**src/rtl/grn_attractor_ctrl.sv**
```systemverilog
// Floyd cycle-detection controller for a Boolean GRN node array: finds attractor period and transient.
// Optional GRN_ATTR_STATE_EN adds the attractor_state result port.
module grn_attractor_ctrl #(
   parameter int N_NODES = 16,
   parameter int CNT_W   = 32
) (
   input  logic               clk,
   input  logic               rst,
   input  logic               init_valid,
   output logic               init_ready,
   input  logic [N_NODES-1:0] init_vec,
   input  logic [CNT_W-1:0]   max_steps,
   output logic               reset_nos,
   output logic [N_NODES-1:0] init_state,
   output logic               start_s0,
   output logic               start_s1,
   input  logic [N_NODES-1:0] s0_vec,
   input  logic [N_NODES-1:0] s1_vec,
   output logic               result_valid,
   input  logic               result_ready,
   output logic [CNT_W-1:0]   transient,
   output logic [CNT_W-1:0]   period,
   output logic               timeout,
   output logic               busy
`ifdef GRN_ATTR_STATE_EN
   ,
   output logic [N_NODES-1:0] attractor_state
`endif
);

   typedef enum logic [2:0] {IDLE, LOAD1, FLOYD, PERIOD, LOAD2, LEAD, MU, DONE} state_t;

   state_t           state;
   logic [CNT_W-1:0] max_reg;
   logic [CNT_W-1:0] cnt;
   logic [CNT_W-1:0] lam;
   logic             ph;
   logic             vec_eq;
   logic             at_max;

   assign vec_eq       = (s0_vec == s1_vec);
   assign at_max       = (cnt == max_reg);
   assign init_ready   = (state == IDLE);
   assign busy         = (state != IDLE);
   assign result_valid = (state == DONE);

   // Steps are registered, so FLOYD/PERIOD skip comparing in the cycle the step is on the wire (ph=1).
   always_ff @(posedge clk) begin
      if (rst) begin
         state      <= IDLE;
         reset_nos  <= 1'b0;
         init_state <= '0;
         start_s0   <= 1'b0;
         start_s1   <= 1'b0;
         transient  <= '0;
         period     <= '0;
         timeout    <= 1'b0;
         max_reg    <= '0;
         cnt        <= '0;
         lam        <= '0;
         ph         <= 1'b0;
`ifdef GRN_ATTR_STATE_EN
         attractor_state <= '0;
`endif
      end else begin
         reset_nos <= 1'b0;
         start_s0  <= 1'b0;
         start_s1  <= 1'b0;
         case (state)
            IDLE: begin
               if (init_valid) begin
                  init_state <= init_vec;
                  max_reg    <= max_steps;
                  reset_nos  <= 1'b1;
                  state      <= LOAD1;
               end
            end
            LOAD1: begin
               cnt   <= '0;
               ph    <= 1'b0;
               state <= FLOYD;
            end
            FLOYD: begin
               if (ph) begin
                  ph <= 1'b0;
               end else if (cnt != '0 && !cnt[0] && vec_eq) begin
                  cnt   <= '0;
                  state <= PERIOD;
               end else if (at_max) begin
                  transient <= '0;
                  period    <= '0;
                  timeout   <= 1'b1;
`ifdef GRN_ATTR_STATE_EN
                  attractor_state <= '0;
`endif
                  state     <= DONE;
               end else begin
                  start_s0 <= 1'b1;
                  start_s1 <= 1'b1;
                  cnt      <= cnt + 1'b1;
                  ph       <= 1'b1;
               end
            end
            PERIOD: begin
               if (ph) begin
                  ph <= 1'b0;
               end else if (cnt != '0 && vec_eq) begin
                  lam       <= cnt;
                  reset_nos <= 1'b1;
                  state     <= LOAD2;
               end else if (at_max) begin
                  transient <= '0;
                  period    <= '0;
                  timeout   <= 1'b1;
`ifdef GRN_ATTR_STATE_EN
                  attractor_state <= '0;
`endif
                  state     <= DONE;
               end else begin
                  start_s1 <= 1'b1;
                  cnt      <= cnt + 1'b1;
                  ph       <= 1'b1;
               end
            end
            LOAD2: begin
               start_s1 <= 1'b1;
               cnt      <= CNT_W'(1);
               state    <= LEAD;
            end
            LEAD: begin
               if (cnt == lam) begin
                  cnt   <= '0;
                  ph    <= 1'b0;
                  state <= MU;
               end else begin
                  start_s1 <= 1'b1;
                  cnt      <= cnt + 1'b1;
               end
            end
            MU: begin
               // The s0-only pulse in ph=1 is swallowed by the node pass flag, keeping s0 at one step per m.
               if (ph) begin
                  start_s0 <= 1'b1;
                  cnt      <= cnt + 1'b1;
                  ph       <= 1'b0;
               end else if (vec_eq) begin
                  transient <= cnt;
                  period    <= lam;
                  timeout   <= 1'b0;
`ifdef GRN_ATTR_STATE_EN
                  attractor_state <= s0_vec;
`endif
                  state     <= DONE;
               end else begin
                  start_s0 <= 1'b1;
                  start_s1 <= 1'b1;
                  ph       <= 1'b1;
               end
            end
            DONE: begin
               if (result_ready) state <= IDLE;
            end
            default: state <= IDLE;
         endcase
      end
   end

endmodule

```
**config.mk**
```make
export PLATFORM = sky130hd
export DESIGN_NAME = grn_attractor_ctrl
export DESIGN_NICKNAME = d
export VERILOG_FILES = /design/src/rtl/grn_attractor_ctrl.sv
export SDC_FILE = /design/constraint.sdc
export NUM_CORES = 1
export LEC_CHECK = 0
export CORE_ASPECT_RATIO = 1.25
export CORE_UTILIZATION = 40
export CTS_CLUSTER_SIZE = 25
export DETAILED_ROUTE_END_ITERATION = 12
export GPL_TIMING_DRIVEN = 0
export HOLD_SLACK_MARGIN = 0.15
export PLACE_DENSITY = 0.62
export RECOVER_POWER = 50
export SLEW_MARGIN = 30
export SYNTH_ARGS = -nofsm -noshare
export SYNTH_HDL_FRONTEND = slang
export SYNTH_SLANG_ARGS = --single-unit
```
**constraint.sdc**
```tcl
create_clock -name clk -period 2.5 [get_ports clk]
set_input_delay 0.375 -clock clk [delete_from_list [all_inputs] [get_ports clk]]
set_output_delay 0.375 -clock clk [all_outputs]
set_load 0.1 [all_outputs]
```
### Word level (Yosys, flattened, before mapping)

Index checks and enable logic that the tools add are counted.

| operators by class | value |
|---|---|
| equality and inequality tests | 20 |
| reductions and logical operators | 16 |
| $lt $le $gt $ge | 0 |
| add/subtract/negate cells | 1 |
| div/mod/pow operators | 0 |
| bitwise operators | 1 |
| multipliers | 0 |
| multiplexer cells | 60 |
| shift operators | 0 |

Operator list:

| kind | count |
|---|---|
| 32-bit 2-to-1 mux | 21 |
| 32-bit one-hot mux with 3 select lines | 2 |
| 32-bit one-hot mux with 6 select lines | 1 |
| 32-bit equality test | 2 |
| 32-bit by 1-bit adder with 32-bit output, second input constant | 1 |
| 32-bit nonzero test | 1 |
| 3-bit 2-to-1 mux | 10 |
| 3-bit one-hot mux with 8 select lines | 1 |
| 1-bit 2-to-1 mux | 20 |
| 2-bit != test, second input constant | 9 |
| 16-bit equality test | 1 |
| 7-bit AND reduction | 2 |
| 3-bit equality test, second input constant | 4 |
| 1-bit one-hot mux with 5 select lines | 2 |
| 3-bit by 2-bit equality test with 1-bit output, second input constant | 2 |
| 3-bit nonzero test | 2 |
| 6-bit nonzero test | 1 |
| 5-bit AND reduction | 1 |
| 5-bit nonzero test | 1 |
| 1-bit one-hot mux with 2 select lines | 2 |
| 2-bit AND reduction | 2 |
| 3-bit by 1-bit equality test with 1-bit output, second input constant | 1 |
| 1-bit logical AND | 3 |
| 3-bit logical NOT | 1 |
| other kinds (5) | 5 |

| storage, ports and cells | value |
|---|---|
| memories | 0 |
| bits of input ports | 84 |
| flip-flop bits (word level) | 184 |
| logic and storage cells | 110 |
| latch bits | 0 |
| memory bits (read-only) | 0 |
| bits in writable memories | 0 |

### Depth between registers and ports, before layout

Gate-level depths: netlist of the first run.

| logic depth | value |
|---|---|
| word-level depth | 6 |
| depth in mapped cells | 12 |
| depth with buffers taken out | 9 |

### Worst setup path after synthesis of the first run

No wires, ideal clock.

| path | value |
|---|---|
| path kind | register -> output |
| start point | reg state[1] |
| end point | out busy |
| data arrival time | 3.022 ns |
| data required time | 2.125 ns |
| stages on the path, launching flop included | 5 |
| buffers on the path | 1 |
| path slack | -0.897 ns |
| cell sequence | dfxtp_1 -> buf_2 -> or2_2 -> nor2_1 -> inv_1 |

| between the ends | value |
|---|---|
| word-level cells in the longest chain between the ends | 1 |

Ends and longest elaborated chain:

| element | line | source |
|---|---|---|
| from (decl) | 33 | `state_t state;` |
| from (signal assigned) | 50 | `state <= IDLE;` |
| from (signal assigned) | 75 | `state <= LOAD1;` |
| from (signal assigned) | 81 | `state <= FLOYD;` |
| 3-bit nonzero test | 44 | `assign busy = (state != IDLE);` |
| to (decl) | 24 | `output logic busy` |

No other way between the ends.

### Worst setup path in the final report of the first run

| path | value |
|---|---|
| start point | reg cnt[21] |
| end point | reg cnt[26] |

| between the ends | value |
|---|---|
| word-level cells in the longest chain between the ends | 6 |

Ends and longest elaborated chain:

| element | line | source |
|---|---|---|
| from (decl) | 35 | `logic [CNT_W-1:0] cnt;` |
| from (signal assigned) | 100 | `cnt <= cnt + 1'b1;` |
| from (signal assigned) | 121 | `cnt <= cnt + 1'b1;` |
| from (signal assigned) | 137 | `cnt <= cnt + 1'b1;` |
| parallel branches: the longest is 6 deep, another holds 32-bit by 1-bit adder with 32-bit output | -- |  |

Several ways; the timed one is not identified. The select of a mux whose other input is x is not followed.
A chain may end at the register's enable or synchronous reset.

==> flow_summary.toml, run 1 <==
[drt]
num_vias = 9056
total_wire_length_um = 30500
drt-vias-per-instance = 5.62
length_of_the_first_detailed_routing_pass_in_iterations = 6
avg_wl_per_cell_um = 18.9
drtAntennaViolNets = 0
drc = 0
initialDrtViolationCount = 656

[critical_path]
worst_r2r_startpoint = "cnt[21]"
worstSetupEndpointType = "flop"
r2r_cells = 10
timing.rr.end = "cnt[26]"
critical_path_class = "flop to flop"
regToRegSetupSlack_ns = 0.05
timing.critical_path.arrival_ns = 2.73
crit_path_max_fanout = 14
timing.critical_path.from_type = "flop"
cp_data_required_time_ns = 2.78

[final_layout]
final_core_util = 0.571
fillCellCount = 2067
fin_nets = 1406
fin_cells = 1612
syn2layout_area_growth_pct = 40.0
antenna_cells = 0
layout-drive-gt1-share = 0.160

[placement]
numPortBuffers = 169
gp_congestion = 0.943
dp.final_hpwl_um = 21700
place.detailed.instances = 1550

[sta]
final-max-slew-violation-count = 0
report.final.hold_viol_count = 0
fin_worst_hold_slack_ns = 0.455
maxSlewHeadroom = 0.311
grt_setup_unrepaired = "yes"
final_critical_path_time_including_i_o_delays_and_setup_ns = 2.45
worst_clock_skew_ns = 0.00881
max_slew.worst_pin.slew_ns = 1.03
min_period_over_period = 0.980
totalNegativeSetupSlack_ns = 0
final-setup-viol-count = 0
clock.fmax_mhz = 408

[clock_tree]
clock_tree_from_tritoncts = "done"
clk_path_buf_depth = 2
clkTransAtPathRegs_ns = 0.07
cts_num_sinks = 184
post_cts_hold_buffer_count = 0
cts_htree_levels = 4
cts_root_buf = "sky130_fd_sc_hd__clkbuf_16"
cts_made_buffers = 17
latest_clock_arrival_within_the_worst_skew_pair_ns = 0.44

[die]
core_region_area_mm2 = 0.0215
io-pin-count = 171
row_count = 60
die_h_um = 167
initial_utilization = 0.408
dieWidth_um = 134
floorplan.die_area_mm2 = 0.0225

[hold_path]
hold_path_startpoint = "init_state[6]"
worstHoldPathType = "flop to flop"
hold_path_depth = 2
worst_hold_path_ep = "init_state[6]"

[global_routing]
pin_count_of_the_biggest_net_entering_global_routing = 19
antenna_found_initial = 0
grt_first_pass_wirelength_um = 46900
groute.usage.overall = 0.272
grt_pass1_vias = 8428
grt_overflow_total = 0

[synth]
synth-edff-count = 0
yosys.cell_count.top_type = "sky130_fd_sc_hd__nand2_1"
most_used_flip_flop_cell_after_synthesis = "sky130_fd_sc_hd__dfxtp_1"
post-synth-top-area-cell = "sky130_fd_sc_hd__dfxtp_1"
ys_top_cells_by_count = "191 x sky130_fd_sc_hd__nand2_1, 184 x sky130_fd_sc_hd__dfxtp_1, 177 x sky130_fd_sc_hd__a21oi_1, 88 x sky130_fd_sc_hd__nand4_1, 87 x sky130_fd_sc_hd__o21ai_0"
synthesis.instances = 1102
post_synth_main_area_contributors = "sky130_fd_sc_hd__dfxtp_1 42%, sky130_fd_sc_hd__a21oi_1 10%, sky130_fd_sc_hd__nand2_1 8.2%"
synthesis.yosys.warnings = 0
number_of_synthesized_register_bits = 184
yosysSeqAreaShare = 0.421
synth_top_area_share = 0.421
mappedNetlistNets = 1188
yosysUniqueCellTypes = 61
synth_async_sr_flop_share = 0
mappedNetlistArea_mm2 = 0.00876
syn_area_per_cell_um2 = 7.95

[power_and_ir_drop]
leakagePower_nw = 4.10
ir_drop_mv = 0.494
total_power_mw = 8.47
power.density_mw_per_mm2 = 690

[run]
drv.max_cap_violation_count = 0

[status]
outcome = "completed"
[final cells by class]
class	count	area, um2	share of cell area
Multi-Input combinational cell	791	4830	0.394
Sequential cell	184	3690	0.301
Timing Repair Buffer	201	2010	0.164
Buffer	113	773	0.0631
Clock buffer	20	447	0.0364
Tap cell	279	349	0.0285
Clock inverter	12	115	0.00939
Inverter	12	46.3	0.00378
[cell usage in the layout (no fill, tap or decap), types with 7 or more instances in the layout]
cell	synthesis	routed
sky130_fd_sc_hd__a21oi_1	177	168
sky130_fd_sc_hd__a21oi_2	0	8
sky130_fd_sc_hd__buf_2	37	11
sky130_fd_sc_hd__buf_4	18	47
sky130_fd_sc_hd__buf_6	1	29
sky130_fd_sc_hd__clkbuf_1	49	36
sky130_fd_sc_hd__clkbuf_16	0	17
sky130_fd_sc_hd__clkbuf_2	7	8
sky130_fd_sc_hd__clkbuf_4	0	10
sky130_fd_sc_hd__clkdlybuf4s50_1	0	158
sky130_fd_sc_hd__dfxtp_1	184	179
sky130_fd_sc_hd__dlymetal6s2s_1	0	7
sky130_fd_sc_hd__inv_1	11	10
sky130_fd_sc_hd__nand2_1	191	189
sky130_fd_sc_hd__nand3_1	14	14
sky130_fd_sc_hd__nand4_1	88	88
sky130_fd_sc_hd__nor2_1	22	17
sky130_fd_sc_hd__nor4_1	12	7
sky130_fd_sc_hd__o21ai_0	87	78
sky130_fd_sc_hd__o21ai_1	0	9
sky130_fd_sc_hd__o31ai_1	10	7
sky130_fd_sc_hd__or3_1	24	23
sky130_fd_sc_hd__or4_1	8	8
sky130_fd_sc_hd__xnor2_1	64	52
sky130_fd_sc_hd__xnor2_2	0	12
sky130_fd_sc_hd__xor2_1	16	16
[metrics by stage]
stage                     area (um2)  worst slack (ns)
after floorplan                 8770             0.184
after global placement         10800             -1.22
after detailed placement       10800            -0.882
after CTS                      11700           0.00442
after global routing           12300           -0.0505
final                          12300            0.0502
[worst max-delay path, stage by stage (launching register included)]
cell and delay [ns]:
sky130_fd_sc_hd__dfxtp_1 0.32, sky130_fd_sc_hd__buf_6 0.18, sky130_fd_sc_hd__xnor2_2 0.13, sky130_fd_sc_hd__nand4_1 0.18
sky130_fd_sc_hd__nor4_4 0.52, sky130_fd_sc_hd__nand2_2 0.18, sky130_fd_sc_hd__o311ai_4 0.29, sky130_fd_sc_hd__buf_12 0.18
sky130_fd_sc_hd__buf_8 0.13, sky130_fd_sc_hd__o31a_1 0.12, sky130_fd_sc_hd__a211oi_1 0.04
[per-layer routing]
metal / up-vias / share of wire / global-route usage
met1: 4244 / 0.40 / 0.325
met3: 98 / 0.064 / 0.0554
li1: 4344 / - / -
met2: 370 / 0.48 / 0.454
met4: 0 / 0.048 / 0.149
met5: - / 0 / 0
[power breakdown]
group	switching, mW	leakage [nW]	internal (mW)
clock	1.22	0.273	1.41
combinational	1.74	2.33	0.943
sequential	0.0853	1.49	3.06
[worst max-delay path by stage]
stage          startpoint       endpoint  depth (start not counted)
2_1_floorplan      cnt[1]     period[30]                         11
3_5_place_dp   s1_vec[11]     period[21]                         11
5_1_grt           cnt[17]        cnt[26]                         10
6_report          cnt[21]        cnt[26]                         10
4_1_cts           cnt[10]        cnt[15]                          9
3_3_place_gp   s1_vec[11]  transient[12]                          9
[timing repair]
item                                    in CTS  in global routing
gates cloned                                 0                  0
pin swaps                                   14                 29
hold endpoints to repair                     0                  0
resized for setup                           62                150
setup buffers                               11                 21
endpoints found under the setup margin     132                128
[logic make-up (layout without fill, tap and decap cells)]
| logic type | count (synthesis) | in the layout | synth area share |
|---|---|---|---|
| and+or+nand+nor | 399 | 399 | 0.229 |
| DFF | 184 | 184 | 0.421 |
| xor gates and xnor gates | 80 | 80 | 0.0800 |
| adders and majority gates | 2 | 2 | 0.00286 |
| buffers and inverters | 127 | 358 | 0.0693 |
| AOI/OAI and AO/OA | 310 | 310 | 0.198 |
Note: power is estimated with default switching activity, not from simulation.
==> run 2: changes to the inputs <==
CTS_CLUSTER_DIAMETER = 40   (was default)
==> results of run 2 <==
Same layout as run 1: the final DEF is identical, and so are final timing and power.
